File: config.mk
export PLATFORM = sky130hd
export DESIGN_NAME = fetch_sequencer
export DESIGN_NICKNAME = d
export VERILOG_FILES = /design/src/rtl/fetch_sequencer_pkg.sv /design/src/rtl/fetch_sequencer_pc_target.sv /design/src/rtl/fetch_sequencer.sv
export SDC_FILE = /design/constraint.sdc
export NUM_CORES = 1
export LEC_CHECK = 0
export CAP_MARGIN = 20
export CORE_AREA = 4 4 133 135
export CTS_BUF_LIST = sky130_fd_sc_hd__clkbuf_4
export DETAILED_ROUTE_END_ITERATION = 6
export DIE_AREA = 0 0 137 139
export PLACE_DENSITY = 0.55
export SYNTH_ARGS = -nofsm -noshare
export SYNTH_HDL_FRONTEND = slang
export SYNTH_SLANG_ARGS = --single-unit
File: constraint.sdc
create_clock -name clk -period 4.4 [get_ports clk]
set_input_delay 0.88 -clock clk [delete_from_list [all_inputs] [get_ports clk]]
set_output_delay 0.88 -clock clk [all_outputs]
set_load 0.01 [all_outputs]
File: src/rtl/fetch_sequencer_pkg.sv
// rtl/fetch_sequencer_pkg.sv - opcodes, fetch states and sign-extension helpers
package fetch_sequencer_pkg;

  localparam logic [4:0] OP_HALT = 5'b00000;
  localparam logic [4:0] OP_J    = 5'b00100;
  localparam logic [4:0] OP_JR   = 5'b00101;
  localparam logic [4:0] OP_JAL  = 5'b00110;
  localparam logic [4:0] OP_JALR = 5'b00111;
  localparam logic [4:0] OP_BEQZ = 5'b01100;
  localparam logic [4:0] OP_BNEZ = 5'b01101;
  localparam logic [4:0] OP_BLTZ = 5'b01110;
  localparam logic [4:0] OP_BGEZ = 5'b01111;

  typedef enum logic [1:0] {
    ST_BOOT,
    ST_REQ,
    ST_HOLD,
    ST_HALTED
  } fetch_state_t;

  function automatic logic [15:0] sext11(input logic [10:0] v);
    return {{5{v[10]}}, v};
  endfunction

  function automatic logic [15:0] sext8(input logic [7:0] v);
    return {{8{v[7]}}, v};
  endfunction

endpackage

File: src/rtl/fetch_sequencer_pc_target.sv
// rtl/fetch_sequencer_pc_target.sv - execute-stage redirect decision and target address
module pc_target
  import fetch_sequencer_pkg::*;
(
  input  logic [4:0]  opcode,
  input  logic [15:0] pc2,
  input  logic [10:0] imm,
  input  logic        flag,
  input  logic [15:0] jump,
  output logic        take,
  output logic [15:0] target
);

  always_comb begin
    take   = 1'b0;
    target = pc2 + sext11(imm);
    if (opcode == OP_J || opcode == OP_JAL) begin
      take   = 1'b1;
      target = pc2 + sext11(imm);
    end else if (opcode == OP_JR || opcode == OP_JALR) begin
      take   = 1'b1;
      target = jump;
    end else if (opcode == OP_BEQZ || opcode == OP_BNEZ ||
                 opcode == OP_BLTZ || opcode == OP_BGEZ) begin
      // The ALU has already evaluated the condition; only its verdict matters here.
      take   = flag;
      target = pc2 + sext8(imm[7:0]);
    end
  end

endmodule

File: src/rtl/fetch_sequencer.sv
// rtl/fetch_sequencer.sv - owns the PC, fetches from imem, hands words to decode, redirects and halts
module fetch_sequencer
  import fetch_sequencer_pkg::*;
#(
  parameter logic [15:0] RESET_PC = 16'h0000,
  parameter logic [4:0]  HALT_OP  = OP_HALT
) (
  input  logic        clk,
  input  logic        rst_n,
  output logic        imem_req,
  output logic [15:0] imem_addr,
  input  logic        imem_valid,
  input  logic [15:0] imem_data,
  output logic        inst_valid,
  input  logic        inst_ready,
  output logic [15:0] inst,
  output logic [15:0] inst_pc2,
  input  logic        ex_valid,
  input  logic [4:0]  ex_opcode,
  input  logic [15:0] ex_pc2,
  input  logic [10:0] ex_imm,
  input  logic        ex_flag,
  input  logic [15:0] ex_jump,
  output logic        redirect,
  output logic        halted
);

  fetch_state_t state, state_next;
  logic [15:0]  pc, req_addr, inst_buf, pc2_buf, target;
  logic         squash, take, active, do_redirect, do_halt;

  pc_target u_pc_target (
    .opcode(ex_opcode),
    .pc2   (ex_pc2),
    .imm   (ex_imm),
    .flag  (ex_flag),
    .jump  (ex_jump),
    .take  (take),
    .target(target)
  );

  assign active      = (state == ST_REQ) || (state == ST_HOLD);
  assign do_redirect = active && ex_valid && take;
  assign do_halt     = active && ex_valid && (ex_opcode == HALT_OP);

  always_ff @(posedge clk or negedge rst_n) begin
    if (!rst_n) state <= ST_BOOT;
    else        state <= state_next;
  end

  always_comb begin
    state_next = state;
    case (state)
      ST_BOOT: state_next = ST_REQ;
      ST_REQ: begin
        if (!do_redirect) begin
          if (do_halt)                   state_next = ST_HALTED;
          else if (imem_valid && !squash) state_next = ST_HOLD;
        end
      end
      ST_HOLD: begin
        if (do_redirect)     state_next = ST_REQ;
        else if (do_halt)    state_next = ST_HALTED;
        else if (inst_ready) state_next = ST_REQ;
      end
      ST_HALTED: state_next = ST_HALTED;
      default:   state_next = ST_BOOT;
    endcase
  end

  always_comb begin
    imem_req   = (state == ST_REQ);
    inst_valid = (state == ST_HOLD);
    halted     = (state == ST_HALTED);
    redirect   = do_redirect;
  end

  assign imem_addr = req_addr;
  assign inst      = inst_buf;
  assign inst_pc2  = pc2_buf;

  always_ff @(posedge clk or negedge rst_n) begin
    if (!rst_n) begin
      pc       <= RESET_PC;
      req_addr <= RESET_PC;
      inst_buf <= 16'h0000;
      pc2_buf  <= RESET_PC + 16'd2;
      squash   <= 1'b0;
    end else begin
      case (state)
        ST_REQ: begin
          if (do_redirect) begin
            pc <= target;
            // An outstanding request keeps its address; its answer is marked stale.
            if (imem_valid) begin
              req_addr <= target;
              squash   <= 1'b0;
            end else begin
              squash   <= 1'b1;
            end
          end else if (!do_halt && imem_valid) begin
            if (squash) begin
              squash   <= 1'b0;
              req_addr <= pc;
            end else begin
              inst_buf <= imem_data;
              pc2_buf  <= req_addr + 16'd2;
              pc       <= req_addr + 16'd2;
            end
          end
        end
        ST_HOLD: begin
          if (do_redirect) begin
            pc       <= target;
            req_addr <= target;
          end else if (!do_halt && inst_ready) begin
            req_addr <= pc;
          end
        end
        default: ;
      endcase
    end
  end

endmodule

Word level (Yosys, flattened, before mapping)
Cells that the tools add are included.
{"block": "op_classes", "n_reduce_logical": 23, "bitwise_logic": 2, "add_sub_neg": 3, "n_mux": 28, "eq_ne": 20}
{"cell": "16-bit 2-to-1 mux", "n": 13}
{"cell": "16-bit case mux with 2 select lines", "n": 2}
{"cell": "16-bit adder", "n": 2}
{"cell": "5-bit by 3-bit equality test with 1-bit output (second input constant)", "n": 4}
{"cell": "5-bit by 4-bit equality test with 1-bit output (second input constant)", "n": 4}
{"cell": "16-bit by 2-bit adder with 16-bit output (second input constant)", "n": 1}
{"cell": "2-bit 2-to-1 mux", "n": 6}
{"cell": "3-bit by 1-bit inequality test with 1-bit output (second input constant)", "n": 4}
{"cell": "2-bit case mux with 4 select lines", "n": 1}
{"cell": "4-bit AND reduction", "n": 2}
{"cell": "1-bit logical AND", "n": 6}
{"cell": "1-bit logical OR", "n": 6}
{"cell": "1-bit 2-to-1 mux", "n": 6}
{"cell": "3-bit inequality test (second input constant)", "n": 2}
{"cell": "5-bit zero test", "n": 1}
{"cell": "5-bit AND reduction", "n": 1}
{"cell": "2-bit equality test (second input constant)", "n": 2}
{"cell": "4-bit by 1-bit inequality test with 1-bit output (second input constant)", "n": 1}
{"cell": "2-bit nonzero test", "n": 2}
{"cell": "3-bit AND reduction", "n": 1}
{"cell": "2-bit by 1-bit equality test with 1-bit output (second input constant)", "n": 1}
{"cell": "1-bit zero test", "n": 2}
{"cell": "2-bit zero test", "n": 1}
{"cell": "2-bit by 1-bit inequality test with 1-bit output (second input constant)", "n": 1}
{"cell": "3 further kinds", "n": 4}
{"block": "totals", "out_inout_bits": 52, "reg_bits": 67, "inputBits": 70, "elab_cells": 82}

Logic depth before layout (Yosys ltp)
Gate-level depths: netlist of run 1.
{"block": "logic_depth", "ltp_word": 10, "depth_mapped": 10, "mapped_depth_nobuf": 9}

By module
A second synthesis of run 1 with hierarchy kept.
{"block": "hier_totals", "hier_cells": 500, "hier_area_um2": 4723.3}
{"module": "fetch_sequencer", "n_inst": 1, "seq_area_each_um2": 1677.9, "cells_per_inst": 305, "area_per_inst_um2": 3337.0}
{"module": "pc_target", "n_inst": 1, "seq_area_each_um2": 0.0, "cells_per_inst": 195, "area_per_inst_um2": 1386.3}

Worst setup path after synthesis of run 1
Ideal clock, no wire load.
{"block": "synth_path", "path_type": "in2reg", "from": "in ex_pc2[0]", "to": "reg req_addr[12] (netlist: imem_addr[12])", "slack_ns": 1.581, "n_path_buf": 0, "required_time_ns": 4.318, "t_arrival_ns": 2.738, "setup_time_ns": 0.082, "cell_stages": 9, "path_cell_list": "ha_1 fa_1 a21oi_1 o211a_1 nor2_1 a211oi_1 mux2i_1 o211ai_1 a31oi_1"}
{"block": "synth_via", "elab_chain_cells": 7, "word_cells_on_any_way": 9, "cone_classes": "add/sub: 2; mux: 7"}
{"element": "start: declaration", "line": "fetch_sequencer.sv:20", "source": "input logic [15:0] ex_pc2,"}
{"element": "16-bit adder (on tied branches)", "line": "fetch_sequencer_pc_target.sv:16, fetch_sequencer_pc_target.sv:19, fetch_sequencer_pc_target.sv:27"}
{"element": "16-bit 2-to-1 mux", "line": "fetch_sequencer_pc_target.sv:23", "source": "end else if (opcode == OP_BEQZ || opcode == OP_BNEZ ||"}
{"element": "16-bit 2-to-1 mux", "line": "fetch_sequencer_pc_target.sv:20", "source": "end else if (opcode == OP_JR || opcode == OP_JALR) begin"}
{"element": "16-bit 2-to-1 mux (*)", "line": "fetch_sequencer_pc_target.sv:17", "source": "if (opcode == OP_J || opcode == OP_JAL) begin"}
{"element": "16-bit 2-to-1 mux", "line": "fetch_sequencer.sv:95", "source": "if (imem_valid) begin"}
{"element": "16-bit 2-to-1 mux", "line": "fetch_sequencer.sv:92", "source": "if (do_redirect) begin"}
{"element": "16-bit case mux with 2 select lines (*)", "line": "fetch_sequencer.sv:90", "source": "case (state)"}
{"element": "end signal: assignment", "line": "fetch_sequencer.sv:96", "source": "req_addr <= target;"}
{"element": "end signal: assignment", "line": "fetch_sequencer.sv:104", "source": "req_addr <= pc;"}
{"element": "end signal: assignment", "line": "fetch_sequencer.sv:115", "source": "req_addr <= target;"}
{"element": "end: declaration", "line": "fetch_sequencer.sv:29", "source": "logic [15:0] pc, req_addr, inst_buf, pc2_buf, target;"}
Mark *: on every way between the ends. The rest lies on a longest branch, timed or not. The select of a mux whose other input is x is not followed.
A chain may end at the register's enable or synchronous reset.

Final worst setup path of run 1
{"block": "layout_path", "from": "in ex_imm[7]", "to": "reg req_addr[15] (netlist: imem_addr[15])"}
{"block": "layout_via", "elab_chain_cells": 7, "word_cells_on_any_way": 9, "cone_classes": "add/sub: 2; mux: 7"}
{"element": "start: declaration", "line": "fetch_sequencer.sv:21", "source": "input logic [10:0] ex_imm,"}
{"element": "16-bit adder (on tied branches)", "line": "fetch_sequencer_pc_target.sv:16, fetch_sequencer_pc_target.sv:19, fetch_sequencer_pc_target.sv:27"}
{"element": "16-bit 2-to-1 mux", "line": "fetch_sequencer_pc_target.sv:23"}
{"element": "16-bit 2-to-1 mux", "line": "fetch_sequencer_pc_target.sv:20"}
{"element": "16-bit 2-to-1 mux (*)", "line": "fetch_sequencer_pc_target.sv:17"}
{"element": "16-bit 2-to-1 mux", "line": "fetch_sequencer.sv:95"}
{"element": "16-bit 2-to-1 mux", "line": "fetch_sequencer.sv:92"}
{"element": "16-bit case mux with 2 select lines (*)", "line": "fetch_sequencer.sv:90"}
Marked as above.

==> results of run 1 <==
==> per-stage QoR <==
stage / setup WS [ns] / total power [mW] / instances / utilization [%] / area (um^2)
after floorplan: 1.58 / 2.30 / 554 / - / 4860
after global placement: 0.607 / 3.10 / 878 / 38.2 / 6290
after detailed placement: 0.572 / 3.15 / 878 / 38.2 / 6290
after CTS: 0.933 / 3.51 / 894 / 38.9 / 6400
after global routing: 0.854 / 3.75 / 895 / 39.0 / 6420
final: 0.946 / 3.47 / 895 / 39.0 / 6420
==> worst max-delay path: stages <==
cell and delay, ns:
clkdlybuf4s50_1 0.62, ha_1 0.51, a21o_1 0.24, and3_1 0.18, or2_2 0.31, nor4b_1 0.33
a211oi_1 0.09, a31oi_1 0.36, o221ai_1 0.19
==> cell families after synthesis <==
kind of cell / count (synthesis) / share of synthesized area [%]
adder cells (fa/ha/maj): 28 / 7.36
AO/OA/AOI/OAI: 161 / 21.5
buffers and inverters: 44 / 3.84
multiplexers: 41 / 9.32
AND/OR/NAND/NOR: 184 / 18.2
flip-flops: 67 / 34.5
XOR/XNOR: 29 / 5.23
==> power by group through the flow <==
stage,sequential [mW],combinational [mW],clock [mW]
detailed placement,1.13,2.02,0
finish,1.11,2.00,0.355
global placement,1.11,1.99,0
CTS,1.12,2.03,0.372
global route,1.16,2.21,0.394
floorplan,1.19,1.11,0
==> layer usage <==
layer  vias to the layer above  share of wire [%]
met5                         -                  0
met4                         0                1.3
met3                        23                6.3
met2                       187                 48
met1                      2192                 45
li1                       2252                  -
==> registers in the layout (all words and copies together) (netlist names) <==
| register | flops |
|---|---|
| inst_pc2 | 16 |
| state | 2 |
| inst | 16 |
| pc | 16 |
| imem_addr | 16 |
| squash | 1 |
==> final cells by class <==
type                       instances  share of cell area, %
multi-input combinational        443                   46.6
inverter                          19                   1.13
sequential                        67                   26.1
tap                              220                   4.29
timing repair buffer             130                   20.0
clock buffer                      13                   1.52
clock inverter                     3                  0.273
==> synthesized netlist by cell type (8+ instances only) <==
cell / count
mux2_2: 32
a21o_1: 10
dfrtp_1: 66
o21ai_0: 32
clkbuf_1: 16
o221ai_1: 10
nand2_1: 68
inv_1: 18
xor2_1: 10
a21oi_1: 46
ha_1: 27
nand3_1: 16
and3_1: 8
a31oi_1: 8
nor2_1: 42
xnor2_1: 19
==> final timing paths <==
| kind | slack (ns) | endpoint | cells after the start |
|---|---|---|---|
| max in group asynchronous | 3.33 | inst_pc2[8] | 2 |
| min reg2reg | 0.48 | pc[7] | 2 |
| max | 0.95 | imem_addr[15] | 9 |
| max reg2reg | 1.77 | imem_addr[3] | 8 |
| min in group clk | 0.48 | pc[7] | 2 |
| min | 0.38 | inst[8] | 1 |
==> cell usage in the layout (no fill, tap or decap), types with 5 or more instances in the layout <==
master / synthesis / final
or3_1: 5 / 5
o21ai_1: 6 / 6
a21oi_1: 46 / 46
clkdlybuf4s50_1: 0 / 120
a31oi_1: 8 / 8
ha_1: 27 / 27
nor2b_1: 7 / 7
nand2_1: 68 / 68
o31ai_1: 6 / 6
o221ai_1: 10 / 10
inv_1: 18 / 18
o21bai_1: 6 / 6
and2_1: 5 / 5
o211ai_1: 5 / 5
a21o_1: 10 / 10
and3_1: 8 / 8
o22ai_1: 6 / 6
mux2i_1: 7 / 7
o21ai_0: 32 / 32
xor2_1: 10 / 10
xnor2_1: 19 / 19
clkbuf_4: 0 / 13
buf_4: 1 / 8
nand3_1: 16 / 16
mux2_2: 32 / 32
nor2_1: 42 / 42
nand2b_1: 5 / 5
nand4_1: 6 / 6
dfrtp_1: 66 / 66
nor3_1: 7 / 7
==> key figures, run 1 <==
Global routing
  – Pin count of the biggest net entering global routing: 44
  – Met1 Resource Use GR: 21.7%
  – Grt ovf: 0
  – First-pass GRT wire length: 24900 um
  – Initial antenna violation count: 0
  – Overall Global Routing Usage: 16.3%
  – Most Crowded Layer GR: met2
  – Met3 usage: 3.12%
  – Vias in the first global route: 4767
  – GR Util met2: 27.4%

Floorplanning
  – Die area: 19000 um^2
  – Initial Utilization: 29.5%
  – Chip width: 137 um
  – IO Count: 122
  – Rows: 47
  – Die Y: 139 um
  – Core area: 16500 um^2

Layout
  – Register Area: 1680 um^2
  – Area delta synth->final: 32.2%
  – Post-layout nets: 768
  – Multi-input gate area: 3000 um^2
  – Share of layout cells above drive strength 1: 10.2%
  – FILL cells: 1681
  – N_diodes: 0

Logic synthesis
  – Post-synth ARST share: 100%
  – Ys flop type: dfrtp_1
  – Area contributors post-synth: dfrtp_1 (34%), mux2_2 (7.4%), ha_1 (7.0%)
  – Post-synthesis cell type count: 62
  – Mapped Avg Cell Area: 8.77 um^2
  – Top-area cell type share of the netlist area: 34.0%
  – Synth warn: 0
  – Syn nets: 652
  – Synth area leader: dfrtp_1
  – Number of enable flip-flop cells after synthesis: 0
  – Sequential area share after synthesis: 34.5%
  – Yosys reg bits: 67
  – Mapped Area: 4860 um^2
  – Cells after Synth: 554

Placed design
  – GP Congestion: 0.874
  – Post-DP HPWL: 12500 um
  – Buffers on Ports: 121

Pwr
  – Pleak: 2.63 nW
  – Sequential Power Share: 32.1%
  – Internal Power: 2.06 mW
  – Max IR drop VDD: 0.198 mV
  – Clk pwr share: 10.2%
  – PD cells: 541 nW/um^2
  – Logic pwr share: 57.7%
  – Net load switching power: 1.42 mW
  – Sw frac: 40.8%

STA
  – Final TNS setup: 0 ns
  – Pins Over Slew Limit: 0
  – Fmax: 290 MHz
  – Final Cycle Share: 78.5%
  – Final Hold Fails: 0
  – Final setup viols: 0
  – Actual slew at the worst max-slew pin: 0.669 ns
  – RSZ-0062 raised after global routing: no
  – Minimum clock period: 3.45 ns
  – Slew margin rel.: 54.9%
  – Hold Slack: 0.380 ns
  – Clk_skew: 0.0189 ns

Clocking
  – Max clock buf depth: 2
  – Reg clk slew, reported paths: 0.10 ns
  – Post-CTS Setup Inserts: 0
  – CTS Root Cell: clkbuf_4
  – H-Tree Depth: 3
  – Post-CTS Resized: 0
  – Clk sink count: 67
  – TritonCTS clock tree: done
  – Total CTS buffers: 9
  – # hold bufs at CTS: 0
  – Worst-Skew Late Latency: 0.43 ns

Setup path
  – FF-to-FF Start: state[1]
  – Crit path launch: ex_imm[7]
  – Crit path max fanout: 9
  – Crit. End Element: flip-flop
  – CP Launch Type: input pin
  – Req. time, crit path: 4.68 ns
  – Critical path class: in2reg
  – Critical path arrival: 3.73 ns

Routing
  – Detailed Routing Iterations Pass 1: 5
  – DR DRC count: 0
  – Vias per cell: 5.20
  – DRT iter0 DRCs: 244
  – ANT nets after route: 0
  – Routed wire length: 15800 um
  – Vias: 4654
  – Drt wl/cell: 17.6 um

Outcome
  – Status: complete, no violations

Worst hold path
  – Worst hold path class: in2async

Flow run
  – Max-cap violations: 0
No activity file was read; power rests on OpenSTA's default activity.
==> run 2, diff against run 1 <==
==> constraint.sdc (replaced) <==
create_clock -name clk -period 3.3 [get_ports clk]
set_input_delay 0.66 -clock clk [delete_from_list [all_inputs] [get_ports clk]]
set_output_delay 0.66 -clock clk [all_outputs]
set_load 0.01 [all_outputs]
==> run 2 against run 1 <==
Effect of this change:
- flip-flop and latch count unchanged
- register-to-register slack worse by 0.93 ns
- clock skew up 0.0067 ns
- clock power up 120%
- sequential share of layout area down 1.5 points
- utilization up 2.4 points
- sequential power up 32%
- setup slack worse by 0.72 ns
- critical endpoint unchanged
==> key figures, run 2 (synthesized netlist as in run 1, its figures left out) <==
Global routing
  – Met1 Resource Use GR: 21.1% (-0.56 points)
  – Pin count of the biggest net entering global routing: 40 (-9.1%)
  – Vias in the first global route: 4758 (-0.19%)
  – Met3 usage: 2.87% (-0.25 points)
  – Initial antenna violation count: 0 (unchanged)
  – First-pass GRT wire length: 24600 um (-1.3%)
  – Grt ovf: 0 (unchanged)
  – GR Util met2: 27.0% (-0.44 points)
  – Most Crowded Layer GR: met2
  – Overall Global Routing Usage: 16.1% (-0.25 points)

Setup path
  – Crit-path slowest cell: clkdlybuf4s50_1
  – Req. time, crit path: 3.61 ns (-1.07 ns)
  – CP max stage delay: 0.59 ns (-0.03 ns)
  – Worst R2R Setup Slack: 0.84 ns (-0.93 ns)
  – Worst r2r dst: imem_addr[11]
  – Critical path arrival: 3.38 ns (-0.35 ns)
  – Crit. End Element: flip-flop
  – Crit path cell chain: clkdlybuf4s50_1 -> ha_1 -> nand3_1 -> a21oi_1 -> o211ai_1 -> a21o_1 -> a31oi_1 -> o221ai_1
  – CP Launch Type: input pin
  – Critical path class: in2reg
  – FF-to-FF Start: state[0]
  – Crit path launch: ex_imm[7]
  – Worst Setup EP: imem_addr[15]
  – WP depth: 8 (-1)
  – CP Buf/Inv Count: 1 (unchanged)
  – Cell family with most CP delay: compound AO/OA/AOI/OAI gates
  – Crit path max fanout: 8 (-1)
  – Depth of the most critical reg-to-reg path: 10 (+2)

STA
  – Final Hold Fails: 0 (unchanged)
  – Final WS setup: 0.229 ns (-0.717 ns)
  – RSZ-0062 raised after global routing: no
  – Minimum clock period: 3.07 ns
  – Hold Slack: 0.280 ns (-0.0999 ns)
  – Slew margin rel.: 52.2% (-2.7 points)
  – Final Cycle Share: 93.0%
  – Final setup viols: 0 (unchanged)
  – Actual slew at the worst max-slew pin: 0.717 ns (+0.0473 ns)
  – Fmax: 326 MHz
  – Pins Over Slew Limit: 0 (unchanged)
  – Clk_skew: 0.0256 ns (+0.00672 ns)

Clocking
  – Clk sink count: 67 (unchanged)
  – Reg clk slew, reported paths: 0.13 ns (+0.03 ns)
  – Max clock buf depth: 2 (unchanged)
  – Total CTS buffers: 9 (unchanged)
  – CTS Root Cell: clkbuf_4
  – Worst-Skew Late Latency: 0.43 ns (about the same)
  – Post-CTS Resized: 0 (unchanged)
  – TritonCTS clock tree: done
  – Post-CTS Setup Inserts: 0 (unchanged)
  – # hold bufs at CTS: 0 (unchanged)
  – H-Tree Depth: 3 (unchanged)

Routing
  – DRT iter0 DRCs: 211 (-14%)
  – Routed wire length: 15500 um (-1.5%)
  – ANT nets after route: 0 (unchanged)
  – Vias: 4700 (+0.99%)
  – DR DRC count: 0 (unchanged)
  – Drt wl/cell: 16.6 um (-5.5%)
  – Detailed Routing Iterations Pass 1: 6 (+1)
  – Vias per cell: 5.04 (-3.1%)

Worst hold path
  – Worst hold path class: in2async

Floorplanning
  – Chip width: 137 um (unchanged)
  – Initial Utilization: 29.5% (unchanged)
  – Die area: 19000 um^2 (unchanged)
  – Rows: 47 (unchanged)
  – Core area: 16500 um^2 (unchanged)
  – Die Y: 139 um (unchanged)
  – IO Count: 122 (unchanged)

Placed design
  – Pre-CTS setup slack: -0.205 ns (-0.777 ns)
  – GP Congestion: 0.927 (+6.1%)
  – Post-DP HPWL: 12700 um (+1.0%)
  – Placed cells: 917 (+4.4%)
  – Buffers on Ports: 121 (unchanged)
  – Placed cell area: 6610 um^2 (+5.1%)

Layout
  – N_diodes: 0 (unchanged)
  – Multi-input gate area: 3000 um^2 (unchanged)
  – Post-Route Utilization: 41.4% (+2.4 points)
  – Share of layout cells above drive strength 1: 15.0% (+4.8 points)
  – Post-layout nets: 806 (+4.9%)
  – Fin area: 6810 um^2 (+6.1%)
  – Area delta synth->final: 40.2%
  – Commonest non-fill, non-tap cells in the layout: clkdlybuf4s50_1 (120), nand2_1 (68), dfrtp_1 (66), a21oi_1 (46), buf_4 (45)
  – Finished Layout Cells: 933 (+4.2%)
  – Commonest non-fill, non-tap cell in the layout: clkdlybuf4s50_1
  – FILL cells: 1636 (-2.7%)
  – Register Area: 1680 um^2 (unchanged)

Flow run
  – Max-cap violations: 0 (unchanged)

Pwr
  – Max IR drop VDD: 0.289 mV (+46%)
  – PD cells: 736 nW/um^2 (+36%)
  – Pleak: 2.85 nW (+8.7%)

Outcome
  – Status: complete, no violations
run 2: changes by cell type in the layout (fill, tap and decap cells not counted):
cell        change
clkinvlp_4      -1
buf_12          +1
bufinv_16       +4
clkbuf_4        -4
buf_4          +37
inv_6           +1
run 2: worst register-to-register path: stages, from the launching register on:
cell       delay [ns]
dfrtp_1          0.43
inv_1            0.10
ha_1             0.41
nand4bb_1        0.18
or2_2            0.37
nand3_1          0.14
a311oi_4         0.10
buf_4            0.23
buf_4            0.20
nand3_1          0.09
o221ai_1         0.11
run 2: worst min path at each step:
stage / start / cells past startpoint / to
3_3_place_gp: pc[6] / 2 / pc[6]
3_5_place_dp: pc[7] / 2 / pc[7]
5_1_grt: rst_n / 1 / inst[1]
4_1_cts: rst_n / 1 / inst[1]
2_1_floorplan: rst_n / 0 / imem_addr[0]
6_report: rst_n / 1 / inst[1]
run 2: report_power, final:
| group | internal, mW | switching (mW) |
|---|---|---|
| registers | 1.22 | 0.256 |
| logic | 1.43 | 1.34 |
| clock network | 0.460 | 0.307 |
| total | 3.11 | 1.91 |
run 2: per-stage QoR:
| step | TNS, ns | total power, mW |
|---|---|---|
| 6_report | 0 | 5.01 |
| 5_1_grt | 0 | 5.43 |
| 4_1_cts | 0 | 5.07 |
| 3_5_place_dp | -1.14 | 4.29 |
| 3_3_place_gp | -1.12 | 4.23 |
| 2_1_floorplan | 0 | 3.06 |
run 2: final cells by class:
type                       count  share of cell area, %
inverter                      19                   1.07
multi-input combinational    443                   44.0
clock inverter                 7                   2.04
tap                          220                   4.04
clock buffer                   9                  0.992
sequential                    67                   24.6
timing repair buffer         168                   23.3
run 2: metal layers:
layer  share of wire, %  up-vias
met1                 44     2193
met3                6.4       19
met5                  0        -
met2                 47      167
met4                2.0        0
li1                   -     2321
==> run 3, diff against run 2 <==
--- a/config.mk
+++ b/config.mk
@@ -7,7 +7,6 @@
 export LEC_CHECK = 0
 export CAP_MARGIN = 20
 export CORE_AREA = 4 4 133 135
-export CTS_BUF_LIST = sky130_fd_sc_hd__clkbuf_4
 export DETAILED_ROUTE_END_ITERATION = 6
 export DIE_AREA = 0 0 137 139
 export PLACE_DENSITY = 0.55
==> run 3 against run 2 <==
Effect of this change:
- utilization up 1.0 points
- first-iteration DRC count up 14%
- largest cell class unchanged
- cell count unchanged
- global-route usage about the same
- critical path depth up 2
- critical path type unchanged
- routed wire length up 0.19%
- combinational power about the same
==> key figures, run 3 (synthesized netlist as in run 1, its figures left out) <==
Clocking
  – Reg clk slew, reported paths: 0.06 ns (-0.07 ns)
  – Worst-Skew Late Latency: 0.33 ns (-0.10 ns)
  – TritonCTS clock tree: done
  – CTS Root Cell: clkbuf_16
  – H-Tree Depth: 3 (unchanged)
  – Post-CTS Setup Inserts: 0 (unchanged)
  – # hold bufs at CTS: 0 (unchanged)
  – Max clock buf depth: 2 (unchanged)
  – Total CTS buffers: 9 (unchanged)
  – Clk sink count: 67 (unchanged)

Routing
  – Vias per cell: 5.07 (+0.70%)
  – ANT nets after route: 0 (unchanged)
  – DR DRC count: 0 (unchanged)
  – Detailed Routing Iterations Pass 1: 5 (-1)
  – Drt wl/cell: 16.7 um (+0.19%)
  – Vias: 4733 (+0.70%)
  – Routed wire length: 15500 um (+0.19%)
  – DRT iter0 DRCs: 241 (+14%)

Floorplanning
  – IO Count: 122 (unchanged)
  – Initial Utilization: 29.5% (unchanged)
  – Chip width: 137 um (unchanged)
  – Core area: 16500 um^2 (unchanged)
  – Die area: 19000 um^2 (unchanged)
  – Rows: 47 (unchanged)
  – Die Y: 139 um (unchanged)

Setup path
  – Crit. End Element: flip-flop
  – Req. time, crit path: 3.48 ns (-0.13 ns)
  – Critical path class: in2reg
  – Crit path max fanout: 8 (unchanged)
  – Critical path arrival: 3.33 ns (-0.05 ns)
  – CP Launch Type: input pin

Global routing
  – Pin count of the biggest net entering global routing: 40 (unchanged)
  – Overall Global Routing Usage: 16.1% (+0.022 points)
  – Vias in the first global route: 4767 (+0.19%)
  – Initial antenna violation count: 0 (unchanged)
  – Grt ovf: 0 (unchanged)
  – First-pass GRT wire length: 24600 um (+0.17%)

STA
  – Actual slew at the worst max-slew pin: 0.716 ns (-0.000392 ns)
  – Hold Slack: 0.386 ns (+0.106 ns)
  – Pins Over Slew Limit: 0 (unchanged)
  – Final Cycle Share: 95.5% (+2.4 points)
  – Slew margin rel.: 52.3% (about the same)
  – Final setup viols: 0 (unchanged)
  – Minimum clock period: 3.15 ns (+0.0808 ns)
  – Final TNS setup: 0 ns (unchanged)
  – Final Hold Fails: 0 (unchanged)
  – Clk_skew: 0.00716 ns (-0.0184 ns)
  – RSZ-0062 raised after global routing: yes
  – Fmax: 317 MHz (-2.6%)

Layout
  – Share of layout cells above drive strength 1: 15.3% (+0.28 points)
  – Post-layout nets: 806 (unchanged)
  – N_diodes: 0 (unchanged)
  – Area delta synth->final: 43.6%
  – Commonest non-fill, non-tap cell in the layout: clkdlybuf4s50_1
  – FILL cells: 1619 (-1.0%)
  – Commonest non-fill, non-tap cells in the layout: clkdlybuf4s50_1 (120), nand2_1 (68), dfrtp_1 (66), a21oi_1 (45), buf_4 (45)

Worst hold path
  – Worst hold path class: in2async

Outcome
  – Status: complete, no violations

Flow run
  – Max-cap violations: 0 (unchanged)

Pwr
  – Pleak: 2.92 nW (+2.4%)
  – Max IR drop VDD: 0.402 mV (+39%)
  – PD cells: 777 nW/um^2 (+5.5%)

Placed design
  – GP Congestion: 0.927 (unchanged)
  – Post-DP HPWL: 12700 um (unchanged)
  – Buffers on Ports: 121 (unchanged)
==> run 3: per-stage QoR <==
| step | setup WS, ns | utilization (%) | cells | total power, mW | area (um^2) |
|---|---|---|---|---|---|
| 2_1_floorplan | 0.701 | - | 554 | 3.06 | 4860 |
| 3_3_place_gp | -0.242 | 40.1 | 917 | 4.23 | 6610 |
| 3_5_place_dp | -0.205 | 40.1 | 917 | 4.29 | 6610 |
| 4_1_cts | 0.142 | 42.3 | 933 | 5.48 | 6970 |
| 5_1_grt | -0.00342 | 42.4 | 933 | 5.84 | 6980 |
| 6_report | 0.149 | 42.4 | 933 | 5.42 | 6980 |
==> run 3: final cells by class <==
type | instances | area [um^2] | area share (%)
Clock buffer | 9 | 225 | 3.23
Sequential cell | 67 | 1680 | 24.0
Inverter | 19 | 72.6 | 1.04
Multi-Input combinational cell | 443 | 3010 | 43.1
Timing Repair Buffer | 168 | 1580 | 22.7
Tap cell | 220 | 275 | 3.94
Clock inverter | 7 | 139 | 1.99
==> run 3: timing repair <==
action / 4_1_cts / 5_1_grt
hold endpoints to repair: 0 / 0
endpoints found under the setup margin: 0 / 3
gates resized for setup: 0 / 2
==> run 3: power by group <==
group | internal, mW | total [mW] | leakage [nW] | switching [mW]
logic | 1.43 | 2.78 | 1.93 | 1.35
clock network | 0.814 | 1.17 | 0.180 | 0.351
registers | 1.22 | 1.48 | 0.816 | 0.256
==> run 3: worst paths after layout <==
kind | depth (start not counted) | slack [ns] | endpoint | start
setup / recovery | 10 | 0.15 | pc[14] | ex_imm[7]
hold / removal | 1 | 0.39 | inst[1] | rst_n
setup reg to reg | 10 | 0.84 | imem_addr[11] | state[0]
hold reg to reg | 2 | 0.47 | pc[7] | pc[7]
max in group asynchronous | 2 | 2.25 | inst_pc2[8] | rst_n
min in group clk | 2 | 0.47 | pc[7] | pc[7]
==> run 3: per-layer routing <==
| layer | vias up | wire length [um] | global-route usage, % |
|---|---|---|---|
| met5 | - | 0 | 0 |
| met4 | 0 | 303 | 4.41 |
| met3 | 18 | 1040 | 2.76 |
| met2 | 162 | 7330 | 27.0 |
| met1 | 2227 | 6880 | 21.2 |
| li1 | 2326 | - | - |
==> run 3: worst max-delay path, stage by stage <==
cell	delay, ns
clkdlybuf4s50_1	0.59
ha_1	0.52
nand3_1	0.10
o22ai_1	0.21
nand4_1	0.13
o31ai_1	0.12
mux2_2	0.38
a211oi_1	0.32
buf_4	0.18
o221ai_1	0.11
